==> src/rtl/instr_decode_stage_if.sv <==
// Handshake bundle between fetch, the decode stage and execute.
// Master is the fetch/execute side that drives the stage; slave is the stage itself.
interface instr_decode_stage_if #(
    parameter int PC_W = 32
);
    logic            in_valid;
    logic            in_ready;
    logic [31:0]     in_opcode;
    logic [PC_W-1:0] in_pc;
    logic            out_valid;
    logic            out_ready;
    logic [3:0]      out_class;
    logic            out_cond_pass;
    logic [31:0]     out_opcode;
    logic [PC_W-1:0] out_pc;
    logic [3:0]      out_rn;
    logic [3:0]      out_rd;
    logic [3:0]      out_rm;

    modport master (
        output in_valid, in_opcode, in_pc, out_ready,
        input  in_ready, out_valid, out_class, out_cond_pass,
               out_opcode, out_pc, out_rn, out_rd, out_rm
    );

    modport slave (
        input  in_valid, in_opcode, in_pc, out_ready,
        output in_ready, out_valid, out_class, out_cond_pass,
               out_opcode, out_pc, out_rn, out_rd, out_rm
    );
endinterface

==> src/rtl/instr_decode_stage.sv <==
// ARM decode stage: classifies opcodes, evaluates the condition against NZCV
// at accept time and buffers the results in a small FIFO ahead of execute.
module instr_decode_stage #(
    parameter int PC_W    = 32,
    parameter int DEPTH   = 2,
    parameter bit COND_EN = 1'b1
) (
    input  logic                 CLK,
    input  logic                 nRESET,
    input  logic                 flush,
    input  logic [3:0]           flags,
    instr_decode_stage_if.slave  bus
);
    localparam int PTR_W = (DEPTH > 1) ? $clog2(DEPTH) : 1;
    localparam int CNT_W = $clog2(DEPTH + 1);

    logic [3:0]      r_class    [DEPTH];
    logic            r_condPass [DEPTH];
    logic [31:0]     r_opcode   [DEPTH];
    logic [PC_W-1:0] r_pc       [DEPTH];

    logic [PTR_W-1:0] r_wrPtr;
    logic [PTR_W-1:0] r_rdPtr;
    logic [CNT_W-1:0] r_count;

    logic [3:0]  w_class;
    logic        w_condRaw;
    logic        w_condPass;
    logic        w_full;
    logic        w_empty;
    logic        w_push;
    logic        w_pop;
    logic [31:0] w_op;
    logic        w_n, w_z, w_c, w_v;

    assign w_op = bus.in_opcode;
    assign {w_n, w_z, w_c, w_v} = flags;

    always_comb begin
        w_class = 4'd7;
        case (w_op[27:26])
            2'b11: w_class = (w_op[25:24] == 2'b11) ? 4'd12 : 4'd13;
            2'b10: w_class = w_op[25] ? 4'd10 : 4'd9;
            2'b01: w_class = (w_op[25] && w_op[4]) ? 4'd0 : 4'd8;
            default: begin
                // Multiply/swap/halfword space sits inside data processing when bits 7 and 4 are set
                if (!w_op[25] && w_op[7] && w_op[4]) begin
                    if (w_op[6:5] == 2'b00 && w_op[24] && !w_op[23] &&
                        w_op[21:20] == 2'b00 && w_op[11:8] == 4'd0)
                        w_class = 4'd3;
                    else if (w_op[6:5] == 2'b00 && w_op[24:23] == 2'b00)
                        w_class = 4'd1;
                    else if (w_op[6:5] == 2'b00 && w_op[24:23] == 2'b01)
                        w_class = 4'd2;
                    else if (w_op[6:5] == 2'b01)
                        w_class = w_op[22] ? 4'd5 : 4'd4;
                    else if (w_op[6])
                        w_class = 4'd6;
                    else
                        w_class = 4'd0;
                end else begin
                    w_class = w_op[25] ? 4'd11 : 4'd7;
                end
            end
        endcase
    end

    always_comb begin
        w_condRaw = 1'b0;
        case (w_op[31:28])
            4'h0: w_condRaw = w_z;
            4'h1: w_condRaw = !w_z;
            4'h2: w_condRaw = w_c;
            4'h3: w_condRaw = !w_c;
            4'h4: w_condRaw = w_n;
            4'h5: w_condRaw = !w_n;
            4'h6: w_condRaw = w_v;
            4'h7: w_condRaw = !w_v;
            4'h8: w_condRaw = w_c && !w_z;
            4'h9: w_condRaw = !w_c || w_z;
            4'hA: w_condRaw = (w_n == w_v);
            4'hB: w_condRaw = (w_n != w_v);
            4'hC: w_condRaw = !w_z && (w_n == w_v);
            4'hD: w_condRaw = w_z || (w_n != w_v);
            4'hE: w_condRaw = 1'b1;
            default: w_condRaw = 1'b0;
        endcase
    end

    assign w_condPass = COND_EN ? w_condRaw : 1'b1;

    // Ready comes from the registered count only, so a full FIFO never passes through
    assign w_full  = (r_count == CNT_W'(DEPTH));
    assign w_empty = (r_count == '0);
    assign w_push  = bus.in_valid && !w_full && !flush;
    assign w_pop   = !w_empty && bus.out_ready && !flush;

    always_ff @(posedge CLK or negedge nRESET) begin
        if (!nRESET) begin
            r_wrPtr <= '0;
            r_rdPtr <= '0;
            r_count <= '0;
        end else if (flush) begin
            r_wrPtr <= '0;
            r_rdPtr <= '0;
            r_count <= '0;
        end else begin
            if (w_push)
                r_wrPtr <= r_wrPtr + PTR_W'(1);
            if (w_pop)
                r_rdPtr <= r_rdPtr + PTR_W'(1);
            r_count <= r_count + CNT_W'(w_push) - CNT_W'(w_pop);
        end
    end

    always_ff @(posedge CLK) begin
        if (w_push) begin
            r_class[r_wrPtr]    <= w_class;
            r_condPass[r_wrPtr] <= w_condPass;
            r_opcode[r_wrPtr]   <= bus.in_opcode;
            r_pc[r_wrPtr]       <= bus.in_pc;
        end
    end

    // Stale storage is never cleared; the empty mask keeps it off the outputs
    assign bus.in_ready      = !w_full;
    assign bus.out_valid     = !w_empty;
    assign bus.out_class     = w_empty ? 4'd0  : r_class[r_rdPtr];
    assign bus.out_cond_pass = w_empty ? 1'b0  : r_condPass[r_rdPtr];
    assign bus.out_opcode    = w_empty ? 32'd0 : r_opcode[r_rdPtr];
    assign bus.out_pc        = w_empty ? '0    : r_pc[r_rdPtr];
    assign bus.out_rn        = w_empty ? 4'd0  : r_opcode[r_rdPtr][19:16];
    assign bus.out_rd        = w_empty ? 4'd0  : r_opcode[r_rdPtr][15:12];
    assign bus.out_rm        = w_empty ? 4'd0  : r_opcode[r_rdPtr][3:0];
endmodule

==> src/flat_wrapper.sv <==
// flat-port wrapper written by rule: the top's interface ports become plain ports
module instr_decode_stage_flat 
#(
    parameter int PC_W    = 32,
    parameter int DEPTH   = 2,
    parameter bit COND_EN = 1'b1
)
  (CLK, nRESET, flush, flags, bus_in_valid, bus_in_opcode, bus_in_pc, bus_out_ready, bus_in_ready, bus_out_valid, bus_out_class, bus_out_cond_pass, bus_out_opcode, bus_out_pc, bus_out_rn, bus_out_rd, bus_out_rm);
  instr_decode_stage_if #(.PC_W(PC_W)) bus_i ();
  input  logic CLK;
  input  logic nRESET;
  input  logic flush;
  input  logic [3:0] flags;
  input wire logic [$bits(bus_i.in_valid)-1:0] bus_in_valid;
  input wire logic [$bits(bus_i.in_opcode)-1:0] bus_in_opcode;
  input wire logic [$bits(bus_i.in_pc)-1:0] bus_in_pc;
  input wire logic [$bits(bus_i.out_ready)-1:0] bus_out_ready;
  output wire logic [$bits(bus_i.in_ready)-1:0] bus_in_ready;
  output wire logic [$bits(bus_i.out_valid)-1:0] bus_out_valid;
  output wire logic [$bits(bus_i.out_class)-1:0] bus_out_class;
  output wire logic [$bits(bus_i.out_cond_pass)-1:0] bus_out_cond_pass;
  output wire logic [$bits(bus_i.out_opcode)-1:0] bus_out_opcode;
  output wire logic [$bits(bus_i.out_pc)-1:0] bus_out_pc;
  output wire logic [$bits(bus_i.out_rn)-1:0] bus_out_rn;
  output wire logic [$bits(bus_i.out_rd)-1:0] bus_out_rd;
  output wire logic [$bits(bus_i.out_rm)-1:0] bus_out_rm;
  assign bus_i.in_valid = bus_in_valid;
  assign bus_i.in_opcode = bus_in_opcode;
  assign bus_i.in_pc = bus_in_pc;
  assign bus_i.out_ready = bus_out_ready;
  assign bus_in_ready = bus_i.in_ready;
  assign bus_out_valid = bus_i.out_valid;
  assign bus_out_class = bus_i.out_class;
  assign bus_out_cond_pass = bus_i.out_cond_pass;
  assign bus_out_opcode = bus_i.out_opcode;
  assign bus_out_pc = bus_i.out_pc;
  assign bus_out_rn = bus_i.out_rn;
  assign bus_out_rd = bus_i.out_rd;
  assign bus_out_rm = bus_i.out_rm;
  instr_decode_stage #(.PC_W(PC_W), .DEPTH(DEPTH), .COND_EN(COND_EN)) u_core (.CLK(CLK), .nRESET(nRESET), .flush(flush), .flags(flags), .bus(bus_i));
endmodule
==> config.mk <==
export PLATFORM = sky130hd
export DESIGN_NAME = instr_decode_stage_flat
export DESIGN_NICKNAME = d
export VERILOG_FILES = /design/src/rtl/instr_decode_stage_if.sv /design/src/rtl/instr_decode_stage.sv /design/src/flat_wrapper.sv
export SDC_FILE = /design/constraint.sdc
export NUM_CORES = 1
export LEC_CHECK = 0
export ABC_CLOCK_PERIOD_IN_PS = 6600
export BUFFER_PORTS_ARGS = -buffer_cell sky130_fd_sc_hd__buf_2
export CORE_MARGIN = 1.5
export CORE_UTILIZATION = 52
export CTS_CLUSTER_SIZE = 20
export DETAILED_ROUTE_END_ITERATION = 8
export GPL_TIMING_DRIVEN = 0
export PLACE_DENSITY = 0.89
export REMOVE_ABC_BUFFERS = 1
export SYNTH_ARGS = -nofsm -noshare
export SYNTH_HDL_FRONTEND = slang
export SYNTH_SLANG_ARGS = --single-unit
export TNS_END_PERCENT = 100
==> constraint.sdc <==
create_clock -name CLK -period 6.6 [get_ports CLK]
set_input_delay 0.33 -clock CLK [delete_from_list [all_inputs] [get_ports CLK]]
set_output_delay 0.33 -clock CLK [all_outputs]
set_load 0.005 [all_outputs]
==> summary.txt <==
Place
  – Placer Congestion: around 0.8
  – DPL Wire Length: 7570 microns
  – Input/output buffers: 155
  – DP Area: just under 7000 sq um
  – Pre-CTS setup slack: 4.21 ns
  – Dpl cells: 657

Global routing
  – Grt ovf: 0
  – First-pass GRT wire length: 17,700 microns
  – Largest net degree at the start of global routing: 41
  – Vias in the first global route: 3,779
  – GRT Util Overall: between 10% and 20%
  – Initial antenna violation count: 0

Layout
  – Non-filler cells, final: 721
  – Final instance area: 7710 sq um
  – Fillers: 721
  – FF+latch area: 4250 sq um
  – Multi-input gate area: 1390 sq um
  – NumNets Final: 645
  – Area grow syn2layout: 32.5%
  – Layout cell share with drive strength beyond 1: 33.9%
  – Inserted Diodes: 0

Clocking
  – Reg clk slew, reported paths: 0.06 ns
  – Clock Sinks: about 140
  – H-tree Lvls: 4
  – Num CTS Buffers: 17
  – Clock latency on the worst-skew pair: approximately 0.50 ns
  – CTS tree: built
  – CTS root buf: clkbuf_8
  – CTS max path bufs: 2
  – PostCTS Resize Cnt: 0

Yosys
  – Yosys reg bits: 142
  – XOR/XNOR Fraction of Synth Area: 0.752%
  – Synth Area in Adders: 0.430%
  – Seq/Total Area, Yosys: 72.9%
  – Number of synthesized flops with an enable pin: 138
  – Netlist Area Pre-Place: 5820 sq um
  – Asr flop ratio synth: 2.82%
  – Most used flip-flop cell after synthesis: edfxtp_1
  – Syn Inst Count: 381
  – Simple-gate share of the synthesized area: under 10%
  – Count of different cell masters after synthesis: 39
  – Syn Area/Cell: about 15 sq um
  – Compound-gate portion of the synthesized area: 2.88%
  – Ys Warns: 0
  – Main combinational cell family by area after synthesis: multiplexers
  – Mux contribution to synthesized area: 12.3%

STA
  – Final Max Slew Viols: 0
  – Clock skew: around 0.0095 ns
  – Fin crit share: 37.4%
  – Min cycle time layout: 2.47 ns
  – Highest clock rate: 405 MHz
  – Final hold vios: 0
  – Unrepaired setup endpoints after global routing: no
  – Slew HR: 48.4%
  – Final worst setup slack: 4.13 ns
  – Worst Tran Pin Value: 0.772 ns
  – Final setup fails: 0

Routing
  – Vias: ~3,800
  – Pre-Repair DR Iteration Count: 4
  – Wirelength, routed: approximately 12,000 microns
  – DRT antenna net count: 0
  – Vias/cell: 5.22
  – Routed WL per cell: around 16 microns
  – DR iter-0 viols: 140
  – DRC: 0

Outcome
  – Outcome: complete, no violations

Floorplan
  – Ports: 156
  – Die area: about 12,000 sq um
  – Chip Width: roughly 110 microns
  – Starting Density: 53.5%
  – Placeable Area: ~11,000 sq um
  – Chip Height: roughly 110 microns
  – Num rows: 38

Run
  – Max Cap Violations: 0

Critical path
  – Worst Path Max Fanout: 36
  – Crit. Startpoint: u_core.r_rdPtr$_DFFE_PN0P_
  – Worst flop-to-flop path startpoint: u_core.r_count[1]$_DFF_PN0_
  – Crit Path Class: reg -> out
  – Crit end category: output port
  – WP data required: 6.27 ns
  – Startpoint types: flop
  – Worst endpoint data arrival time: 2.14 ns

Power and ir drop
  – Total power: between 2 and 3 mW
  – PwrDens: between 300 and 400 nW/um^2
  – Lkg Pwr: roughly 3 nW
  – Peak supply drop: 0.362 mV

Min path
  – Min-delay src: bus_in_pc[16]
  – Worst hold path class: in -> reg
==> kinds of logic (layout without fill, tap and decap cells) <==
logic type	Yosys count	count (layout)
xor gates and xnor gates	5	5
adders and majority gates	2	2
muxes	71	71
AOI/OAI and AO/OA	23	23
DFF	142	142
and+or+nand+nor	101	101
buffers and inverters	37	237
==> critical path, cell delays in order (launching register included) <==
cell and delay (ns):
dfrtp_4 0.84, buf_16 0.31, mux2i_1 0.25, nor2_1 0.06, buf_2 0.13
==> what timing repair did <==
item	in CTS	in global routing
hold buffers	33	1
setup endpoints to repair	0	0
endpoints found under the hold margin	66	2
buffers inserted	0	0
==> flip-flops by register name, indices dropped and copies added (netlist names) <==
register           flops
u_core.r_condPass      2
u_core.r_class         8
u_core.r_wrPtr         1
u_core.r_count         2
u_core.r_rdPtr         1
u_core.r_pc           64
u_core.r_opcode       64
==> Yosys cell counts (2+ instances only) <==
| cell type | count | area [sq um] |
|---|---|---|
| edfxtp_1 | 138 | 4140 |
| nor2_1 | 79 | 297 |
| mux2i_1 | 70 | 701 |
| buf_4 | 12 | 90.1 |
| inv_1 | 9 | 33.8 |
| buf_2 | 8 | 40.0 |
| a21oi_1 | 6 | 30.0 |
| clkbuf_1 | 6 | 22.5 |
| dfrtp_1 | 4 | 100 |
| nand2_1 | 4 | 15.0 |
| o21ai_0 | 4 | 20.0 |
| nand2b_1 | 3 | 18.8 |
| nand3_1 | 3 | 15.0 |
| nor2b_1 | 3 | 18.8 |
| xor2_1 | 3 | 26.3 |
| a211o_1 | 2 | 17.5 |
| and2_1 | 2 | 12.5 |
| ha_1 | 2 | 25.0 |
| nor3b_1 | 2 | 15.0 |
| xnor2_1 | 2 | 17.5 |
==> routing by layer <==
| layer | vias up | global-route usage (%) | part of all wire, % |
|---|---|---|---|
| met5 | - | 0 | 0 |
| met3 | 10 | 5.08 | 4.9 |
| met4 | 0 | 5.64 | 0.83 |
| met2 | 157 | 36.5 | 54 |
| li1 | 1780 | - | - |
| met1 | 1819 | 23.0 | 40 |
==> final timing paths <==
check	slack, ns	cells after the start	endpoint
min in group asynchronous	0.16	2	u_core.r_count[1]$_DFF_PN0_
setup / recovery	4.13	4	bus_out_opcode[6]
hold / removal	0.03	1	u_core.r_pc[1][16]$_DFFE_PP_
max in group asynchronous	6.30	2	u_core.r_rdPtr$_DFFE_PN0P_
setup reg to reg	4.24	10	u_core.r_count[1]$_DFF_PN0_
hold reg to reg	0.61	2	u_core.r_wrPtr$_DFFE_PN0P_
==> layout by cell type, fill, tap and decap left out, drive strengths merged, types with 4 or more instances in the layout <==
master | netlist | routed
mux2i | 70 | 70
nor2 | 79 | 79
buf | 22 | 164
o21ai | 4 | 4
nand2 | 4 | 4
clkinv | 0 | 5
dfrtp | 4 | 4
inv | 9 | 9
bufinv | 0 | 5
clkbuf | 6 | 18
a21oi | 6 | 6
edfxtp | 138 | 138
dlygate4sd3 | 0 | 34
==> where the power goes <==
part / switching (mW) / internal [mW]
Sequential: 0.0438 / 1.06
Combinational: 0.275 / 0.247
Clock: 0.341 / 0.645
==> metrics by stage <==
| stage | hold slack (ns) | TNS, ns | utilization (%) |
|---|---|---|---|
| 6_report | 0.0283 | 0 | 70.8 |
| 5_1_grt | 0.00134 | 0 | 70.8 |
| 4_1_cts | 0.0000173 | 0 | 70.7 |
| 3_5_place_dp | 0.138 | 0 | 62.1 |
| 3_3_place_gp | 0.137 | -112.51 | 60.7 |
| 2_1_floorplan | 0.0344 | 0 | - |
==> cell type report <==
class	instances	area share (%)
clock inverter	12	2.53
tap	140	2.27
inverter	9	0.438
clock buffer	18	5.42
sequential	142	55.1
timing repair buffer	198	16.2
multi-input combinational	202	18.0
(Power assumes the default switching activity.)
